## config.mk

```make
export PLATFORM = sky130hd
export DESIGN_NAME = multi_cycle_controller_flat
export DESIGN_NICKNAME = d
export VERILOG_FILES = /design/src/rtl/rv_ctrl_pkg.sv /design/src/rtl/multi_cycle_controller_if.sv /design/src/rtl/mem_wait_timer.sv /design/src/rtl/multi_cycle_controller.sv /design/src/flat_wrapper.sv
export SDC_FILE = /design/constraint.sdc
export NUM_CORES = 1
export LEC_CHECK = 0
export BUFFER_PORTS_ARGS = -buffer_cell sky130_fd_sc_hd__buf_2
export CORE_MARGIN = 5
export CORE_UTILIZATION = 43
export DETAILED_ROUTE_END_ITERATION = 8
export GPL_ROUTABILITY_DRIVEN = 0
export PLACE_DENSITY = 0.77
export RECOVER_POWER = 50
export SLEW_MARGIN = 15
export SYNTH_ARGS = -nofsm -noshare
export SYNTH_HDL_FRONTEND = slang
export SYNTH_SLANG_ARGS = --single-unit
```

## constraint.sdc

```tcl
create_clock -name clk_i -period 2.2 [get_ports clk_i]
set_clock_uncertainty 0.1 [all_clocks]
set_input_delay 0.44 -clock clk_i [delete_from_list [all_inputs] [get_ports clk_i]]
set_output_delay 0.44 -clock clk_i [all_outputs]
set_load 0.1 [all_outputs]
```

## src/rtl/rv_ctrl_pkg.sv

```systemverilog
// Shared encodings for the multi-cycle RISC-V main controller.
// Optional feature macro: MC_CTRL_UPPER_EN (LUI / AUIPC become legal opcodes).
package rv_ctrl_pkg;

  // Base opcodes (instr[6:0])
  localparam logic [6:0] OPC_LOAD   = 7'b0000011;
  localparam logic [6:0] OPC_STORE  = 7'b0100011;
  localparam logic [6:0] OPC_OP     = 7'b0110011;
  localparam logic [6:0] OPC_OP_IMM = 7'b0010011;
  localparam logic [6:0] OPC_BRANCH = 7'b1100011;
  localparam logic [6:0] OPC_JAL    = 7'b1101111;
  localparam logic [6:0] OPC_JALR   = 7'b1100111;
  localparam logic [6:0] OPC_LUI    = 7'b0110111;
  localparam logic [6:0] OPC_AUIPC  = 7'b0010111;

  // Controller states; the encoding is visible on state_o for debug
  typedef enum logic [2:0] {
    ST_FETCH  = 3'd0,
    ST_DECODE = 3'd1,
    ST_EXEC   = 3'd2,
    ST_MEM    = 3'd3,
    ST_WB     = 3'd4,
    ST_TRAP   = 3'd5
  } ctrl_state_e;

  typedef enum logic [1:0] {
    ALU_ADD   = 2'b00,
    ALU_SUB   = 2'b01,
    ALU_FUNCT = 2'b10
  } alu_op_e;

  typedef enum logic [1:0] {
    M2R_ALUOUT = 2'b00,
    M2R_MDR    = 2'b01,
    M2R_PC4    = 2'b10,
    M2R_IMM    = 2'b11
  } mem_to_reg_e;

  typedef enum logic [1:0] {
    SRCA_PC    = 2'b00,
    SRCA_RS1   = 2'b01,
    SRCA_OLDPC = 2'b10
  } alu_src_a_e;

  typedef enum logic [1:0] {
    SRCB_RS2  = 2'b00,
    SRCB_FOUR = 2'b01,
    SRCB_IMM  = 2'b10
  } alu_src_b_e;

  typedef enum logic [1:0] {
    PCS_ALU    = 2'b00,
    PCS_ALUOUT = 2'b01,
    PCS_JALR   = 2'b10
  } pc_src_e;

  typedef enum logic [1:0] {
    TRAP_NONE    = 2'b00,
    TRAP_ILLEGAL = 2'b01,
    TRAP_MEMTO   = 2'b10
  } trap_code_e;

  // Opcodes the controller knows how to sequence; anything else traps in DECODE
  function automatic logic isLegalOpcode(input logic [6:0] op);
    logic legal;
    legal = 1'b0;
    case (op)
      OPC_LOAD, OPC_STORE, OPC_OP, OPC_OP_IMM,
      OPC_BRANCH, OPC_JAL, OPC_JALR: legal = 1'b1;
`ifdef MC_CTRL_UPPER_EN
      OPC_LUI, OPC_AUIPC:            legal = 1'b1;
`endif
      default:                       legal = 1'b0;
    endcase
    return legal;
  endfunction

endpackage

```

## src/rtl/multi_cycle_controller_if.sv

```systemverilog
// Controller <-> datapath/memory bundle: status inputs, mux selects, enables, debug.
// master = controller side, slave = datapath side.
interface multi_cycle_controller_if;

  logic [6:0] instr_op_i;
  logic       zero_i;
  logic       mem_ready_i;

  logic       PCWrite_o;
  logic       IRWrite_o;
  logic       IorD_o;
  logic       MemRead_o;
  logic       MemWrite_o;
  logic       RegWrite_o;
  logic [1:0] MemtoReg_o;
  logic [1:0] ALUSrcA_o;
  logic [1:0] ALUSrcB_o;
  logic [1:0] ALUop_o;
  logic [1:0] PCSrc_o;
  logic [2:0] state_o;
  logic       retire_o;
  logic [1:0] trap_o;

  modport master (
    input  instr_op_i, zero_i, mem_ready_i,
    output PCWrite_o, IRWrite_o, IorD_o, MemRead_o, MemWrite_o, RegWrite_o,
           MemtoReg_o, ALUSrcA_o, ALUSrcB_o, ALUop_o, PCSrc_o,
           state_o, retire_o, trap_o
  );

  modport slave (
    output instr_op_i, zero_i, mem_ready_i,
    input  PCWrite_o, IRWrite_o, IorD_o, MemRead_o, MemWrite_o, RegWrite_o,
           MemtoReg_o, ALUSrcA_o, ALUSrcB_o, ALUop_o, PCSrc_o,
           state_o, retire_o, trap_o
  );

endinterface

```

## src/rtl/mem_wait_timer.sv

```systemverilog
// Memory-wait watchdog counter. r_count holds the number of wait cycles already
// elapsed; expire_o flags the wait cycle that would make it reach MEM_TIMEOUT.
// MEM_TIMEOUT = 0 disables the watchdog entirely. MEM_TIMEOUT must be < 2**TO_W.
module mem_wait_timer #(
  parameter int MEM_TIMEOUT = 0,
  parameter int TO_W        = 8
) (
  input  logic clk_i,
  input  logic rst_i,
  input  logic clear_i,
  input  logic inc_i,
  output logic expire_o
);

  localparam bit              Enabled  = (MEM_TIMEOUT > 0);
  localparam int              LimitInt = Enabled ? (MEM_TIMEOUT - 1) : 0;
  localparam logic [TO_W-1:0] Limit    = LimitInt[TO_W-1:0];

  logic [TO_W-1:0] r_count;

  // Count waiting cycles; cleared whenever the controller is not stalled on memory
  always_ff @(posedge clk_i or negedge rst_i) begin
    if (!rst_i) begin
      r_count <= '0;
    end else if (clear_i) begin
      r_count <= '0;
    end else if (inc_i && Enabled) begin
      r_count <= r_count + TO_W'(1);
    end
  end

  assign expire_o = Enabled && inc_i && (r_count == Limit);

endmodule

```

## src/rtl/multi_cycle_controller.sv

```systemverilog
// Multi-cycle RISC-V main controller: FETCH/DECODE/EXEC/MEM/WB sequencing with a
// variable-latency memory handshake, illegal-opcode and memory-timeout traps.
// Optional feature macro: MC_CTRL_UPPER_EN (adds LUI and AUIPC sequencing).
module multi_cycle_controller
  import rv_ctrl_pkg::*;
#(
  parameter int MEM_TIMEOUT = 0,
  parameter int TO_W        = 8
) (
  input  logic                     clk_i,
  input  logic                     rst_i,
  multi_cycle_controller_if.master ctrlBus
);

  ctrl_state_e r_state;
  ctrl_state_e w_nextState;
  logic [1:0]  r_trap;
  logic [1:0]  w_trapNext;
  logic        r_retire;
  logic        w_retire;

  logic        w_waiting;
  logic        w_stall;
  logic        w_expire;
  logic        w_isLoad;
  logic        w_isStore;
  logic [6:0]  w_op;
  logic        w_ready;

  logic        w_pcWrite;
  logic        w_irWrite;
  logic        w_iorD;
  logic        w_memRead;
  logic        w_memWrite;
  logic        w_regWrite;
  logic [1:0]  w_memToReg;
  logic [1:0]  w_aluSrcA;
  logic [1:0]  w_aluSrcB;
  logic [1:0]  w_aluOp;
  logic [1:0]  w_pcSrc;

  assign w_op      = ctrlBus.instr_op_i;
  assign w_ready   = ctrlBus.mem_ready_i;
  assign w_isLoad  = (w_op == OPC_LOAD);
  assign w_isStore = (w_op == OPC_STORE);

  // FETCH and MEM are the only states that stall on the memory handshake
  assign w_waiting = (r_state == ST_FETCH) || (r_state == ST_MEM);
  assign w_stall   = w_waiting && !w_ready;

  mem_wait_timer #(
    .MEM_TIMEOUT (MEM_TIMEOUT),
    .TO_W        (TO_W)
  ) u_timer (
    .clk_i    (clk_i),
    .rst_i    (rst_i),
    .clear_i  (!w_stall),
    .inc_i    (w_stall),
    .expire_o (w_expire)
  );

  // State, sticky trap cause and registered retire pulse
  always_ff @(posedge clk_i or negedge rst_i) begin
    if (!rst_i) begin
      r_state  <= ST_FETCH;
      r_trap   <= TRAP_NONE;
      r_retire <= 1'b0;
    end else begin
      r_state  <= w_nextState;
      r_trap   <= w_trapNext;
      r_retire <= w_retire;
    end
  end

  // Next-state: a ready memory response always beats a watchdog expiry
  always_comb begin
    w_nextState = r_state;
    w_trapNext  = r_trap;
    w_retire    = 1'b0;
    case (r_state)
      ST_FETCH: begin
        if (w_ready) begin
          w_nextState = ST_DECODE;
        end else if (w_expire) begin
          w_nextState = ST_TRAP;
          w_trapNext  = TRAP_MEMTO;
        end
      end
      ST_DECODE: begin
        if (isLegalOpcode(w_op)) begin
          w_nextState = ST_EXEC;
        end else begin
          w_nextState = ST_TRAP;
          w_trapNext  = TRAP_ILLEGAL;
        end
      end
      ST_EXEC: begin
        case (w_op)
          OPC_LOAD, OPC_STORE: w_nextState = ST_MEM;
          OPC_OP, OPC_OP_IMM:  w_nextState = ST_WB;
          OPC_BRANCH, OPC_JAL, OPC_JALR: begin
            w_nextState = ST_FETCH;
            w_retire    = 1'b1;
          end
`ifdef MC_CTRL_UPPER_EN
          OPC_LUI: begin
            w_nextState = ST_FETCH;
            w_retire    = 1'b1;
          end
          OPC_AUIPC: w_nextState = ST_WB;
`endif
          default: begin
            w_nextState = ST_TRAP;
            w_trapNext  = TRAP_ILLEGAL;
          end
        endcase
      end
      ST_MEM: begin
        if (w_ready) begin
          if (w_isLoad) begin
            w_nextState = ST_WB;
          end else begin
            w_nextState = ST_FETCH;
            w_retire    = 1'b1;
          end
        end else if (w_expire) begin
          w_nextState = ST_TRAP;
          w_trapNext  = TRAP_MEMTO;
        end
      end
      ST_WB: begin
        w_nextState = ST_FETCH;
        w_retire    = 1'b1;
      end
      ST_TRAP: w_nextState = ST_TRAP;
      default: w_nextState = ST_FETCH;
    endcase
  end

  // Moore output decode; everything is gated off while reset is held low
  always_comb begin
    w_pcWrite  = 1'b0;
    w_irWrite  = 1'b0;
    w_iorD     = 1'b0;
    w_memRead  = 1'b0;
    w_memWrite = 1'b0;
    w_regWrite = 1'b0;
    w_memToReg = M2R_ALUOUT;
    w_aluSrcA  = SRCA_PC;
    w_aluSrcB  = SRCB_RS2;
    w_aluOp    = ALU_ADD;
    w_pcSrc    = PCS_ALU;
    if (rst_i) begin
      case (r_state)
        ST_FETCH: begin
          w_memRead = 1'b1;
          w_aluSrcB = SRCB_FOUR;
          if (w_ready) begin
            w_irWrite = 1'b1;
            w_pcWrite = 1'b1;
          end
        end
        ST_DECODE: begin
          w_aluSrcA = SRCA_OLDPC;
          w_aluSrcB = SRCB_IMM;
        end
        ST_EXEC: begin
          case (w_op)
            OPC_LOAD, OPC_STORE: begin
              w_aluSrcA = SRCA_RS1;
              w_aluSrcB = SRCB_IMM;
            end
            OPC_OP: begin
              w_aluSrcA = SRCA_RS1;
              w_aluOp   = ALU_FUNCT;
            end
            OPC_OP_IMM: begin
              w_aluSrcA = SRCA_RS1;
              w_aluSrcB = SRCB_IMM;
              w_aluOp   = ALU_FUNCT;
            end
            OPC_BRANCH: begin
              w_aluSrcA = SRCA_RS1;
              w_aluOp   = ALU_SUB;
              w_pcSrc   = PCS_ALUOUT;
              w_pcWrite = ctrlBus.zero_i;
            end
            OPC_JAL: begin
              w_pcSrc    = PCS_ALUOUT;
              w_pcWrite  = 1'b1;
              w_regWrite = 1'b1;
              w_memToReg = M2R_PC4;
            end
            OPC_JALR: begin
              w_aluSrcA  = SRCA_RS1;
              w_aluSrcB  = SRCB_IMM;
              w_pcSrc    = PCS_JALR;
              w_pcWrite  = 1'b1;
              w_regWrite = 1'b1;
              w_memToReg = M2R_PC4;
            end
`ifdef MC_CTRL_UPPER_EN
            OPC_LUI: begin
              w_regWrite = 1'b1;
              w_memToReg = M2R_IMM;
            end
            OPC_AUIPC: begin
              w_aluSrcA = SRCA_OLDPC;
              w_aluSrcB = SRCB_IMM;
            end
`endif
            default: ;
          endcase
        end
        ST_MEM: begin
          w_iorD     = 1'b1;
          w_memRead  = w_isLoad;
          w_memWrite = w_isStore;
        end
        ST_WB: begin
          w_regWrite = 1'b1;
          w_memToReg = w_isLoad ? M2R_MDR : M2R_ALUOUT;
        end
        default: ;
      endcase
    end
  end

  assign ctrlBus.PCWrite_o  = w_pcWrite;
  assign ctrlBus.IRWrite_o  = w_irWrite;
  assign ctrlBus.IorD_o     = w_iorD;
  assign ctrlBus.MemRead_o  = w_memRead;
  assign ctrlBus.MemWrite_o = w_memWrite;
  assign ctrlBus.RegWrite_o = w_regWrite;
  assign ctrlBus.MemtoReg_o = w_memToReg;
  assign ctrlBus.ALUSrcA_o  = w_aluSrcA;
  assign ctrlBus.ALUSrcB_o  = w_aluSrcB;
  assign ctrlBus.ALUop_o    = w_aluOp;
  assign ctrlBus.PCSrc_o    = w_pcSrc;
  assign ctrlBus.state_o    = r_state;
  assign ctrlBus.retire_o   = r_retire;
  assign ctrlBus.trap_o     = r_trap;

endmodule

```

## src/flat_wrapper.sv

```systemverilog
// flat-port wrapper written by rule: the top's interface ports become plain ports
module multi_cycle_controller_flat import rv_ctrl_pkg::*;
#(
  parameter int MEM_TIMEOUT = 0,
  parameter int TO_W        = 8
)
  (clk_i, rst_i, ctrlBus_instr_op_i, ctrlBus_zero_i, ctrlBus_mem_ready_i, ctrlBus_PCWrite_o, ctrlBus_IRWrite_o, ctrlBus_IorD_o, ctrlBus_MemRead_o, ctrlBus_MemWrite_o, ctrlBus_RegWrite_o, ctrlBus_MemtoReg_o, ctrlBus_ALUSrcA_o, ctrlBus_ALUSrcB_o, ctrlBus_ALUop_o, ctrlBus_PCSrc_o, ctrlBus_state_o, ctrlBus_retire_o, ctrlBus_trap_o);
  multi_cycle_controller_if ctrlBus_i ();
  input  logic clk_i;
  input  logic rst_i;
  input wire logic [$bits(ctrlBus_i.instr_op_i)-1:0] ctrlBus_instr_op_i;
  input wire logic [$bits(ctrlBus_i.zero_i)-1:0] ctrlBus_zero_i;
  input wire logic [$bits(ctrlBus_i.mem_ready_i)-1:0] ctrlBus_mem_ready_i;
  output wire logic [$bits(ctrlBus_i.PCWrite_o)-1:0] ctrlBus_PCWrite_o;
  output wire logic [$bits(ctrlBus_i.IRWrite_o)-1:0] ctrlBus_IRWrite_o;
  output wire logic [$bits(ctrlBus_i.IorD_o)-1:0] ctrlBus_IorD_o;
  output wire logic [$bits(ctrlBus_i.MemRead_o)-1:0] ctrlBus_MemRead_o;
  output wire logic [$bits(ctrlBus_i.MemWrite_o)-1:0] ctrlBus_MemWrite_o;
  output wire logic [$bits(ctrlBus_i.RegWrite_o)-1:0] ctrlBus_RegWrite_o;
  output wire logic [$bits(ctrlBus_i.MemtoReg_o)-1:0] ctrlBus_MemtoReg_o;
  output wire logic [$bits(ctrlBus_i.ALUSrcA_o)-1:0] ctrlBus_ALUSrcA_o;
  output wire logic [$bits(ctrlBus_i.ALUSrcB_o)-1:0] ctrlBus_ALUSrcB_o;
  output wire logic [$bits(ctrlBus_i.ALUop_o)-1:0] ctrlBus_ALUop_o;
  output wire logic [$bits(ctrlBus_i.PCSrc_o)-1:0] ctrlBus_PCSrc_o;
  output wire logic [$bits(ctrlBus_i.state_o)-1:0] ctrlBus_state_o;
  output wire logic [$bits(ctrlBus_i.retire_o)-1:0] ctrlBus_retire_o;
  output wire logic [$bits(ctrlBus_i.trap_o)-1:0] ctrlBus_trap_o;
  assign ctrlBus_i.instr_op_i = ctrlBus_instr_op_i;
  assign ctrlBus_i.zero_i = ctrlBus_zero_i;
  assign ctrlBus_i.mem_ready_i = ctrlBus_mem_ready_i;
  assign ctrlBus_PCWrite_o = ctrlBus_i.PCWrite_o;
  assign ctrlBus_IRWrite_o = ctrlBus_i.IRWrite_o;
  assign ctrlBus_IorD_o = ctrlBus_i.IorD_o;
  assign ctrlBus_MemRead_o = ctrlBus_i.MemRead_o;
  assign ctrlBus_MemWrite_o = ctrlBus_i.MemWrite_o;
  assign ctrlBus_RegWrite_o = ctrlBus_i.RegWrite_o;
  assign ctrlBus_MemtoReg_o = ctrlBus_i.MemtoReg_o;
  assign ctrlBus_ALUSrcA_o = ctrlBus_i.ALUSrcA_o;
  assign ctrlBus_ALUSrcB_o = ctrlBus_i.ALUSrcB_o;
  assign ctrlBus_ALUop_o = ctrlBus_i.ALUop_o;
  assign ctrlBus_PCSrc_o = ctrlBus_i.PCSrc_o;
  assign ctrlBus_state_o = ctrlBus_i.state_o;
  assign ctrlBus_retire_o = ctrlBus_i.retire_o;
  assign ctrlBus_trap_o = ctrlBus_i.trap_o;
  multi_cycle_controller #(.MEM_TIMEOUT(MEM_TIMEOUT), .TO_W(TO_W)) u_core (.clk_i(clk_i), .rst_i(rst_i), .ctrlBus(ctrlBus_i));
endmodule
```

==> results.py, run 1 <==
metrics = {
    "status": {
        "status": "stopped before the end",
        "lastStage": "4_1_cts",
        "error": "[ERROR DPL-0038] Utilization greater than 100%, impossible to legalize",
    },
    "cts": {
        "cts.htree.levels": 1,
        "cts_setup_buffers": 6,
        "clk_path_buf_depth": 2,
        "cts-buffers-inserted": 3,
        "cts_sinks": 5,
        "cts_resized": 4,
        "postCtsHoldBufs": 0,
        "cts-root-buf": "clkbuf_4",
    },
    "floorplanning": {
        "io_pins": 33,
        "num_rows": 13,
        "initial_core_util_pct": 46.3,
        "fp.dieW_um": 47.9,
        "fp.dieH_um": 47.9,
    },
    "place": {
        "port_buffers": 31,
        "dp_hpwl_um": 2120,
        "dpl.cell_count": 135,
    },
    "synth": {
        "syn-mean-instance-area_um2": 7.36,
        "ys_seq_area_share_pct": 20.2,
        "netlist_instances": 84,
        "synth.area.top_cells": "dfrtp_1 (20%), nor3_1 (8.1%), nand2b_1 (6.1%)",
        "syn_area_um2": 618,
        "synth_top_area_share_pct": 20.2,
        "syn-num-nets": 95,
        "yosys.area.top_type": "dfrtp_1",
        "synth_cell_types": 42,
        "yosys_warnings": 0,
        "ys_seq_elements": 5,
    },
}
==> metrics by stage <==
stage,area (um2),worst slack [ns]
2_1_floorplan,813,-0.516
3_3_place_gp,1250,0.0449
3_5_place_dp,1250,-0.0196
==> logic make-up after synthesis <==
kind of cell	Yosys count	synth area share (%)
simple gates	47	44.3
other cells	1	0.607
mux	2	3.44
compound gates	20	24.9
buf+inv	9	6.47
flops	5	20.2
==> cells in the mapped netlist <==
cell type	number
nor2b_1	2
a31oi_1	1
and2b_1	1
and4_1	1
o211ai_1	1
o21ai_0	3
buf_1	1
mux2i_1	1
o32ai_2	1
o21bai_1	1
nand4bb_4	1
or4_1	1
a21oi_1	3
nor3_1	10
buf_2	1
or3_1	1
o41ai_1	1
nor2_1	8
inv_1	4
nand3b_1	2
and2_1	1
a22oi_1	1
and3_1	1
conb_1	1
o22ai_1	2
a22o_1	1
a21o_1	1
dfrtp_1	5
nand2_1	6
a211o_1	1
nand4_1	1
buf_4	1
or2b_1	1
nand3_1	2
or2_2	2
mux2_2	1
clkbuf_2	1
a41oi_1	1
a2111oi_2	1
nand2b_1	6
o221ai_1	1
clkbuf_1	1
==> run 2, diff against run 1 <==
--- a/config.mk
+++ b/config.mk
@@ -6,11 +6,11 @@
 export NUM_CORES = 1
 export LEC_CHECK = 0
 export BUFFER_PORTS_ARGS = -buffer_cell sky130_fd_sc_hd__buf_2
-export CORE_MARGIN = 5
-export CORE_UTILIZATION = 43
+export CORE_AREA = 5 5 66 68
 export DETAILED_ROUTE_END_ITERATION = 8
+export DIE_AREA = 0 0 71 73
 export GPL_ROUTABILITY_DRIVEN = 0
-export PLACE_DENSITY = 0.77
+export PLACE_DENSITY_LB_ADDON = 0.15
 export RECOVER_POWER = 50
 export SLEW_MARGIN = 15
 export SYNTH_ARGS = -nofsm -noshare
==> results.py, run 2 <==
metrics = {
    "worst_setup_path": {
        "crit_path_end_kind": "output pin",
        "arrival_ns": 1.63,
        "reg2regPathDepth": 4,
        "startpoint_type": "input port",
        "regToRegSetupSlack_ns": 0.65,
        "regToRegEndpoint": "u_core.ctrlBus.state_o[0]",
        "worstReg2RegStart": "u_core.ctrlBus.state_o[0]",
        "worstPathMaxFanout": 3,
        "crit_type": "in -> out",
        "critPathRequiredTime_ns": 1.66,
    },
    "final_layout": {
        "layout_common_cells": "buf_4 (19), buf_12 (16), buf_2 (8), nand2_1 (5), nor3_4 (5)",
        "n_antenna_cell": 0,
        "final_common_cell": "buf_4",
        "nets": 145,
        "area_delta_synth_final_pct": 135,
        "postLayoutCoreUtil_pct": 38.2,
        "final_area_um2": 1450,
        "largest_reg_flops": 3,
        "drive_above_1_share_pct": 63.9,
    },
    "routing": {
        "drc_errors": 0,
        "drt-initial-drc-count": 16,
        "num_vias": 805,
        "detail-route-antenna-nets": 0,
        "vias_per_cell": 4.40,
        "wl_per_cell_um": 13.1,
        "first_pass_iters": 5,
        "wl_um": 2400,
    },
    "power": {
        "cellInternalPower_w": 0.000602,
        "p_sw_w": 0.000782,
        "seqPwrFrac_pct": 10.9,
        "irDropWorstVdd_v": 0.000829,
        "power_density_nw_per_um2": 954,
        "p_leak_nw": 0.556,
        "pwr-share-clk_pct": 12.2,
        "p_sw_share_pct": 56.5,
        "total_power_w": 0.00138,
        "pwr-share-comb_pct": 76.8,
    },
    "synth": {
        "netlist_instances": 84,
        "syn-num-nets": 95,
        "syn_area_um2": 618,
        "synth_cell_types": 42,
        "async_flop_share_pct": 100,
        "synth.area.top_cells": "dfrtp_1 (20%), nor3_1 (8.1%), nand2b_1 (6.1%)",
        "synth_edf_count": 0,
        "syn-mean-instance-area_um2": 7.36,
        "ys_seq_area_share_pct": 20.2,
        "yosys.area.top_type": "dfrtp_1",
        "yosys_warnings": 0,
        "synth_most_common_cell": "nor3_1",
        "synth_top_area_share_pct": 20.2,
        "ys_seq_elements": 5,
        "synthTopCellsByCount": "nor3_1 (10), nor2_1 (8), nand2_1 (6), nand2b_1 (6), dfrtp_1 (5)",
        "ys.flop_type": "dfrtp_1",
    },
    "sta": {
        "hold_viol": 0,
        "slew_viol_final": 0,
        "max_freq_mhz": 462,
        "worstMarginPinSlew_ns": 0.545,
        "final.setup.tns_ns": 0,
        "timing.final.crit_share_pct": 98.5,
        "slew_headroom_pct": 63.8,
        "fin_ws_ns": 0.0336,
        "setup_viol": 0,
        "grt_setup_unrepaired": "yes",
        "post-route-min-period_ns": 2.17,
    },
    "floorplanning": {
        "core_area_um2": 3800,
        "io_pins": 33,
        "fp.dieH_um": 73,
        "initial_core_util_pct": 16.3,
        "num_rows": 23,
        "die-area_um2": 5180,
        "fp.dieW_um": 71,
    },
    "place": {
        "dpl_cell_area_um2": 1310,
        "dp_hpwl_um": 1970,
        "dp_slack_ns": 0.00202,
        "port_buffers": 31,
    },
    "global_routing": {
        "grt_max_degree": 15,
        "antenna_found_initial": 0,
        "grt_pass1_vias": 852,
        "grt_pass1_wl_um": 4060,
        "track_usage_pct": 9.89,
        "grt-ovfl-total": 0,
    },
    "cts": {
        "clk_pin_slew_ns": 0.04,
        "clk_path_buf_depth": 2,
        "cts.htree.levels": 1,
        "cts-root-buf": "clkbuf_8",
        "postCtsHoldBufs": 0,
        "clock_latency_ns": 0.22,
        "cts_tree": "built",
        "cts-buffers-inserted": 3,
        "cts_sinks": 5,
    },
    "hold_path": {
        "holdCritPathClass": "in -> async",
    },
    "status": {
        "status": "finished clean",
    },
    "run": {
        "drv_cap": 0,
    },
}
run 2: worst max path at each step:
stage | startpoint | end | slack [ns] | depth (start not counted)
global route | ctrlBus_instr_op_i[2] | ctrlBus_MemtoReg_o[0] | -0.01 | 5
detailed placement | ctrlBus_instr_op_i[2] | ctrlBus_MemtoReg_o[0] | 0.002 | 5
global placement | ctrlBus_instr_op_i[2] | ctrlBus_MemtoReg_o[0] | 0.01 | 5
CTS | u_core.ctrlBus.state_o[0] | ctrlBus_ALUSrcA_o[0] | -0.01 | 4
floorplan | ctrlBus_instr_op_i[4] | ctrlBus_PCWrite_o | -0.52 | 4
finish | ctrlBus_instr_op_i[2] | ctrlBus_MemtoReg_o[0] | 0.03 | 5
run 2: cells by family after synthesis:
| family | after synthesis | share of synthesized area, % |
|---|---|---|
| other cells | 1 | 0.607 |
| buf+inv | 9 | 6.47 |
| compound gates | 20 | 24.9 |
| flops | 5 | 20.2 |
| simple gates | 47 | 44.3 |
| mux | 2 | 3.44 |
run 2: final cells by class:
cell class | count | area [um2]
repair buffers | 50 | 556
multi-input cells | 70 | 633
well taps | 50 | 62.6
inverters | 4 | 18.8
fillers | 397 | 2350
flip-flops and latches | 5 | 136
clock buffers | 4 | 45.0
run 2: per-stage QoR:
step / hold WS, ns / std cells
6_report: 0.146 / 183
3_3_place_gp: 0.304 / 171
2_1_floorplan: 0.0444 / 84
4_1_cts: 0.0687 / 182
3_5_place_dp: 0.306 / 171
5_1_grt: 0.162 / 183
run 2: worst max-delay path: stages:
cell	delay [ns]
buf_6	0.09
nand4bb_4	0.23
or4_4	0.49
nor3_4	0.17
buf_12	0.20
run 2: routing by layer:
| layer | part of all wire (%) | vias up | track usage (%) |
|---|---|---|---|
| met5 | 0 | - | 0 |
| met4 | 0.75 | 0 | 3.34 |
| met3 | 6.4 | 4 | 2.34 |
| met2 | 48 | 27 | 16.9 |
| met1 | 44 | 365 | 12.2 |
| li1 | - | 409 | - |
run 2: power groups by stage:
stage,Sequential [W],Clock (W),Combinational (W)
2_1_floorplan,0.000383,0,0.000525
3_3_place_gp,0.000176,0,0.000977
3_5_place_dp,0.000176,0,0.000975
4_1_cts,0.000150,0.000175,0.00104
5_1_grt,0.000157,0.000187,0.00111
6_report,0.000151,0.000169,0.00106
run 2: timing repair:
| action | 4_1_cts | 5_1_grt |
|---|---|---|
| setup endpoints to repair | 6 | 8 |
| pin swaps | 4 | 3 |
| hold endpoints to repair | 0 | 0 |
| buffers inserted | 7 | 1 |
| gates resized for setup | 3 | 8 |
Power figures use the tool's default switching activity.
